===== src/rtl/sr_cmd_seq.sv =====
// Command sequencer feeding an SR flip-flop: buffers set/reset/spacer commands
// and replays them as fixed-width, mutually exclusive s/r pulses with an idle gap.
//
// state | meaning
// IDLE  | waiting; pops the FIFO head on any edge where count != 0
// DRIVE | s or r (or neither, for a spacer) held for HOLD cycles
// SPACE | outputs low for GAP cycles before returning to IDLE
module sr_cmd_seq #(
    parameter int DEPTH = 4,
    parameter int HOLD  = 2,
    parameter int GAP   = 1
) (
    input  logic                       clk,
    input  logic                       rst,
    input  logic                       cmd_valid,
    input  logic [1:0]                 cmd_op,
    output logic                       cmd_ready,
    output logic                       s,
    output logic                       r,
    output logic                       busy,
    output logic                       err,
    output logic [$clog2(DEPTH+1)-1:0] count
);

    localparam int AW = $clog2(DEPTH);
    localparam int CW = $clog2(DEPTH + 1);
    localparam int HW = (HOLD > 1) ? $clog2(HOLD) : 1;
    localparam int GW = (GAP > 1) ? $clog2(GAP) : 1;

    typedef enum logic [1:0] {IDLE, DRIVE, SPACE} state_t;

    state_t          state;
    logic [1:0]      mem [DEPTH];
    logic [AW-1:0]   wr_ptr;
    logic [AW-1:0]   rd_ptr;
    logic [HW-1:0]   hold_cnt;
    logic [GW-1:0]   gap_cnt;
    logic            full;
    logic            accept;
    logic            push;
    logic            pop;
    logic [1:0]      head;

    assign full      = (count == CW'(DEPTH));
    assign cmd_ready = !full && !rst;
    assign accept    = cmd_valid && cmd_ready;
    assign push      = accept && (cmd_op != 2'b11);
    assign pop       = (state == IDLE) && (count != '0);
    assign head      = mem[rd_ptr];
    assign busy      = (state != IDLE) || (count != '0);

    // FIFO storage and occupancy; illegal ops complete the handshake but are dropped.
    always_ff @(posedge clk) begin
        if (rst) begin
            wr_ptr <= '0;
            rd_ptr <= '0;
            count  <= '0;
            err    <= 1'b0;
        end else begin
            if (push) begin
                mem[wr_ptr] <= cmd_op;
                wr_ptr      <= wr_ptr + AW'(1);
            end
            if (pop)
                rd_ptr <= rd_ptr + AW'(1);
            if (push && !pop)
                count <= count + CW'(1);
            else if (pop && !push)
                count <= count - CW'(1);
            if (accept && (cmd_op == 2'b11))
                err <= 1'b1;
        end
    end

    // s and r are loaded from a single decoded op, so they can never both be high.
    always_ff @(posedge clk) begin
        if (rst) begin
            state    <= IDLE;
            s        <= 1'b0;
            r        <= 1'b0;
            hold_cnt <= '0;
            gap_cnt  <= '0;
        end else begin
            case (state)
                IDLE: begin
                    if (pop) begin
                        state    <= DRIVE;
                        hold_cnt <= HW'(HOLD - 1);
                        s        <= (head == 2'b01);
                        r        <= (head == 2'b10);
                    end
                end
                DRIVE: begin
                    if (hold_cnt == '0) begin
                        s <= 1'b0;
                        r <= 1'b0;
                        if (GAP > 0) begin
                            state   <= SPACE;
                            gap_cnt <= GW'(GAP - 1);
                        end else begin
                            state <= IDLE;
                        end
                    end else begin
                        hold_cnt <= hold_cnt - HW'(1);
                    end
                end
                SPACE: begin
                    if (gap_cnt == '0)
                        state <= IDLE;
                    else
                        gap_cnt <= gap_cnt - GW'(1);
                end
                default: state <= IDLE;
            endcase
        end
    end

endmodule


===== config.mk =====
export PLATFORM = sky130hd
export DESIGN_NAME = sr_cmd_seq
export DESIGN_NICKNAME = d
export VERILOG_FILES = /design/src/rtl/sr_cmd_seq.sv
export SDC_FILE = /design/constraint.sdc
export NUM_CORES = 1
export LEC_CHECK = 0
export ABC_AREA = 0
export BUFFER_PORTS_ARGS = -buffer_cell sky130_fd_sc_hd__buf_4
export CAP_MARGIN = 25
export CORE_MARGIN = 4
export CORE_UTILIZATION = 35
export CTS_BUF_LIST = sky130_fd_sc_hd__clkbuf_16
export DETAILED_ROUTE_END_ITERATION = 10
export PLACE_DENSITY_LB_ADDON = 0.05
export SYNTH_ARGS = -nofsm -noshare
export SYNTH_HDL_FRONTEND = slang
export SYNTH_SLANG_ARGS = --single-unit
export TNS_END_PERCENT = 1

===== constraint.sdc =====
create_clock -name clk -period 6 [get_ports clk]
set_input_delay 0.9 -clock clk [delete_from_list [all_inputs] [get_ports clk]]
set_output_delay 0.9 -clock clk [all_outputs]
set_load 0.1 [all_outputs]

==> results of run 1 <==
[flip-flops by register name (all words and copies together), names as in the netlist, named ones only]
register / count
wr_ptr: 2
s: 1
r: 1
state: 2
mem: 8
count: 3
hold_cnt: 1
err: 1
rd_ptr: 2
[cells in the mapped netlist, drive strengths merged]
cell type | n | area [um^2]
o22ai | 2 | 12.51
nor2 | 6 | 22.52
ha | 5 | 62.56
or3 | 3 | 18.77
o21ai | 3 | 15.01
nand2b | 2 | 12.51
inv | 8 | 30.03
edfxtp | 8 | 240.2
nand3 | 2 | 10.01
dfxtp | 15 | 300.3
nand4 | 1 | 12.51
nor4bb | 1 | 10.01
nand2 | 3 | 11.26
or3b | 2 | 17.52
nor3 | 1 | 10.01
o31ai | 1 | 7.510
fa | 1 | 20.02
a21oi | 6 | 30.03
o21a | 1 | 7.510
buf | 1 | 3.750
or4 | 1 | 7.510
and2 | 5 | 31.28
mux2 | 1 | 11.26
mux2i | 2 | 20.02
or2 | 1 | 8.760
xor2 | 2 | 17.52
nand3b | 1 | 7.510
mux4 | 2 | 45.04
[metal layers]
metal | up-vias | share of wire [%]
li1 | 337 | -
met1 | 298 | 48
met2 | 6 | 48
met3 | 2 | 3.1
met4 | 0 | 1.1
met5 | - | 0
[critical path: cells and delay by family]
family	cells	cell delay (ps)
AND/OR/NAND/NOR	1	170
buffers and inverters	3	620
[kinds of logic after synthesis]
group / synth area share (%)
xor+xnor: 1.746
fa+ha+maj: 8.230
buf+inv: 3.366
mux: 7.606
flops: 53.87
compound gates: 7.232
simple gates: 17.96
[area by class of cell]
| type | instances | share of cell area (%) |
|---|---|---|
| well taps | 31 | 3.209 |
| repair buffers | 12 | 7.453 |
| multi-input cells | 55 | 35.51 |
| inverters | 8 | 2.484 |
| flip-flops and latches | 23 | 44.72 |
| clock buffers | 3 | 6.211 |
| clock inverters | 1 | 0.4141 |
[cells in the final DEF (no fill, tap or decap), types with 2 or more instances in the layout]
cell type and count:
mux2i_1 2, nand2_1 3, o22ai_1 2, or3_1 3, o21ai_0 3, buf_4 12, edfxtp_1 8, mux4_2 2
or3b_1 2, nand3_1 2, nor2_1 6, inv_1 7, and2_1 5, ha_1 5, nand2b_1 2, clkbuf_16 3
xor2_1 2, a21oi_1 6, dfxtp_1 15
[path summary, 6_finish.rpt]
check,start,to,slack [ps],cells after the start
max,rst,cmd_ready,3410,4
min,err$_SDFFE_PP0P_,err$_SDFFE_PP0P_,490,1
max reg2reg,count[2]$_SDFFE_PP0P_,count[2]$_SDFFE_PP0P_,3670,9
min reg2reg,err$_SDFFE_PP0P_,err$_SDFFE_PP0P_,490,1
[power by group through the flow]
| stage | clock, mW | sequential [mW] | combinational, mW |
|---|---|---|---|
| 6_report | 0.141 | 0.222 | 0.303 |
| 3_5_place_dp | 0 | 0.226 | 0.304 |
| 4_1_cts | 0.146 | 0.223 | 0.305 |
| 2_1_floorplan | 0 | 0.298 | 0.171 |
| 5_1_grt | 0.155 | 0.229 | 0.328 |
| 3_3_place_gp | 0 | 0.226 | 0.304 |
==> impl_results.md, run 1 <==
* Outcome: finished, final reports clean
* Hold-fix buffers, CTS at 0
* Hold_ws at 487.8 ps
* Clk sinks at 23
* Critical path type: in2out
* Layout cell share with drive strength beyond 1 at 21.57%
* Chain of cells forming the critical path: buf_4 -> inv_1 -> and2_1 -> buf_4
* Finished Layout Cells at 133
* Number of antenna violations at the first check in global routing at 0
* DP Area at between 1000 and 1500 um^2
* Clock Power Share at 21.2%
* Fillers at 271
* Worst Setup Start Kind: input port
* Drt via density at 4.835
* Most frequent CP cell: buf_4
* Syn Nets at 98
* Post-CTS Setup Repair Bufs at 0
* Psw at 290.4 uW
* Sequential share of the synthesized area at 53.87%
* Max FO, Critical Path at 13
* GP Congestion at about 0.77
* Critical Path Max Stage Delay at 290 ps
* # setup viols final at 0
* Logic pwr share at roughly 45%
* GRT met1 Usage at a little over an eighth
* Yosys warning count at 0
* Worst-Margin Slew at a little under 400 ps
* Clock Skew at 2.855 ps
* Final Slew Violations at 0
* Busiest grt layer: met2
* Fin. Hold Viols at 0
* Initial core utilization at a little over a third
* Post-Place Cells at 129
* # diodes at 0
* CP endpoint kind: primary output
* # nets final at around 110
* Die ar. at 3788 um^2
* Final Instance Area at 1209 um^2
* Period utilization at roughly 43%
* Antenna Violating Nets Remaining at 0
* GR Util met2 at 15.70%
* Final WS setup at 3409 ps
* Setup TNS at 0 ps
* Total wire length at around 1.6 mm
* Pwr per Cell Area at 550.7 nW/um^2
* M3 GR Usage at 3.774%
* # port buffers at 12
* Post-synthesis cell count at 87
* CTS tree: built
* Peak VDD IR at 0.0004357 V
* Reg power frac at around a third
* First-pass GRT wire length at 2.718 mm
* Final Util at 43.83%
* F_max at 386.0 MHz
* Post-CTS Resized at 0
* Leakage power at between 0.4 and 0.5 nW
* # Max-Cap Violations at 0
* WL per Instance at 12.24 um
* Syn_area_per_cell at ~12 um^2
* Reg area at 540.5 um^2
* Pwr Total at 665.7 uW
* Post-route DRC at 0
* Internal at 375.3 uW
* Clock insertion delay at the later pin of the skew report at 250 ps
* Distinct cells, synth at 29
* CTS Buf Count at 3
* Flops & latches, synth at 23
* Die Y at 61.55 um
* Die X at 61.55 um
* CP required at 5100 ps
* Multi-input logic area at 429.2 um^2
* Minimum clock period at 2591 ps
* Routed vias at between 600 and 700
* Worst Hold Class: reg2reg
* Root Driver: clkbuf_16
* CP arrival at 1690 ps
* # rows at 19
* Dpl hpwl at 1.272 mm
* GRT Util Overall at 10.09%
* Vias in the first global route at slightly above 600
* DRT Pass-1 Iters at 4
* DRT iter0 DRCs at 41
* Area grow syn2layout at 20.45%
* Largest net degree at the start of global routing at 14
* # IOs at 13
* CTS Buffer Depth at 2
* Slew HR at 73.49%
* Core area at 2758 um^2
* Dpl ws at 3173 ps
* Htree depth at 1
* Slowest cell on the critical path: buf_4
* Clock-pin slew on the worst setup and hold paths at 60 ps
* Remaining Overflow, GRT at 0
* RSZ-0062 raised after global routing: false
* Sw frac at a little over two fifths
* Mapped Area at roughly 1000 um^2
Power figures use the tool's default switching activity.
==> inputs of run 2 (changes only) <==
clock period = 2.4 ns   (was 6 ns; I/O delays follow)
==> run 2 against run 1 <==
Effect of this change: design area rose by 2.1%; clock skew fell by 1.2 ps; count of clock-buffer cells in the layout did not move; highest routed layer unchanged.
==> impl_results.md, run 2 (synthesis gave the netlist of run 1 again) <==
* Period utilization at 90.46%
* Sw frac at 43.64%
* Reg power frac at 33.5%
* CP arrival at 2360 ps
* Clock Skew at 1.615 ps
* CTS Buffer Depth at 2
* Multi-input logic area at 435.4 um^2
* DRT iter0 DRCs at 30
* Vias in the first global route at between 600 and 700
* Remaining Overflow, GRT at 0
* Leakage power at 0.5042 nW
* Peak VDD IR at between 0.0009 and 0.001 V
* Routed vias at 642
* CTS tree: built
* Fillers at 270
* Worst-Margin Slew at 282.6 ps
* # port buffers at 12
* Pwr Total at roughly 1.7 mW
* Worst Setup Start Kind: register
* Htree depth at 1
* Most flop-heavy register: mem
* DP Area at 1147 um^2
* # diodes at 0
* Critical path type: reg2reg
* Die ar. at 3788 um^2
* Reg area at 544.3 um^2
* # nets final at roughly 120
* Root Driver: clkbuf_16
* Core area at 2758 um^2
* Number of antenna violations at the first check in global routing at 0
* DRT Pass-1 Iters at 3
* Worst Hold Class: in2reg
* CP endpoint kind: register
* First-pass GRT wire length at 3.049 mm
* Max reg flops at 8
* Largest net degree at the start of global routing at 14
* Final Instance Area at around 1200 um^2
* Clock-pin slew on the worst setup and hold paths at 60 ps
* Initial core utilization at 36.39%
* F_max at 460.6 MHz
* Minimum clock period at 2171 ps
* Commonest non-fill, non-tap cell in the layout: buf_4
* # IOs at 13
* Post-CTS Setup Repair Bufs at 0
* GP Congestion at between 0.7 and 0.8
* Drt via density at around 4.8
* Setup TNS at 0 ps
* Outcome: finished, final reports clean
* Pwr per Cell Area at 1369 nW/um^2
* Die X at 61.55 um
* Logic pwr share at 45.2%
* Slew HR at 81.31%
* Largest regs: mem x8, count x3
* Commonest cells after routing, fill and taps aside: buf_4, dfxtp_1, edfxtp_1
* RSZ-0062 raised after global routing: false
* Clock insertion delay at the later pin of the skew report at approximately 250 ps
* GRT Util Overall at 11.22%
* # rows at 19
* Fin. Hold Viols at 0
* Clk sinks at 23
* Die Y at 61.55 um
* Psw at approximately 740 uW
* Post-route DRC at 0
* Final Slew Violations at 0
* Internal at around 950 uW
* Total wire length at 1.732 mm
* Clock Power Share at 21.3%
* # Max-Cap Violations at 0
* WL per Instance at roughly 13 um
* Area grow syn2layout at 22.94%
* # setup viols final at 0
* CTS Buf Count at 3
* Layout cell share with drive strength beyond 1 at 25.96%
* Dpl hpwl at 1.325 mm
* CP required at between 2000 and 3000 ps
* Antenna Violating Nets Remaining at 0
* Max FO, Critical Path at 5
* Final Util at 44.74%
## run 2: cell types whose count changed in the layout (fill, tap and decap cells not counted), sizes merged
| cell | before | now |
|---|---|---|
| buf | 12 | 14 |
## run 2: metal layers
| layer | track usage (%) | vias to the layer above | routed length [um] |
|---|---|---|---|
| met1 | 14.77 | 289 | 866 |
| met3 | 5.031 | 2 | 83 |
| li1 | - | 342 | - |
| met5 | 0 | - | 0 |
| met4 | 2.727 | 0 | 18 |
| met2 | 16.89 | 9 | 764 |
## run 2: timing repair
action	CTS	global route
hold buffers	0	0
gates resized for setup	0	1
hold endpoints to repair	0	0
endpoints found under the setup margin	0	1
## run 2: per-stage QoR
step,std cells,hold WS [ps],worst slack (ps)
2_1_floorplan,87,452.9,19.98
3_5_place_dp,131,461.2,126.0
6_report,135,317.1,228.9
3_3_place_gp,131,456.1,215.3
4_1_cts,135,318.5,113.5
5_1_grt,135,321.8,63.04
## run 2: final timing paths
path | end | cells past startpoint | startpoint | slack (ps)
worst max-delay path | count[2]$_SDFFE_PP0P_ | 9 | count[0]$_SDFFE_PP0P_ | 230
worst min-delay path | mem[0][0]$_DFFE_PP_ | 1 | cmd_op[0] | 320
worst max register to register | count[2]$_SDFFE_PP0P_ | 9 | count[0]$_SDFFE_PP0P_ | 230
worst min register to register | err$_SDFFE_PP0P_ | 1 | err$_SDFFE_PP0P_ | 470
## run 2: power by group through the flow
stage | Sequential, mW | Clock, mW | Combinational [mW]
5_1_grt | 0.580 | 0.388 | 0.830
6_report | 0.565 | 0.360 | 0.763
3_5_place_dp | 0.568 | 0 | 0.760
2_1_floorplan | 0.750 | 0 | 0.428
3_3_place_gp | 0.567 | 0 | 0.761
4_1_cts | 0.561 | 0.367 | 0.766
## run 2: area by class of cell
| type | count | share of cell area [%] |
|---|---|---|
| clock buffers | 3 | 6.085 |
| inverters | 8 | 2.434 |
| repair buffers | 14 | 8.519 |
| well taps | 31 | 3.144 |
| multi-input cells | 55 | 35.29 |
| clock inverters | 1 | 0.4057 |
| flip-flops and latches | 23 | 44.12 |
## run 2: critical path: stages (launching register included)
cell and delay (ps):
dfxtp_2 410, or3b_1 180, nand4_2 160, inv_2 130
ha_1 190, inv_1 60, fa_1 380, xor2_1 160
or3_1 300, a21oi_1 130
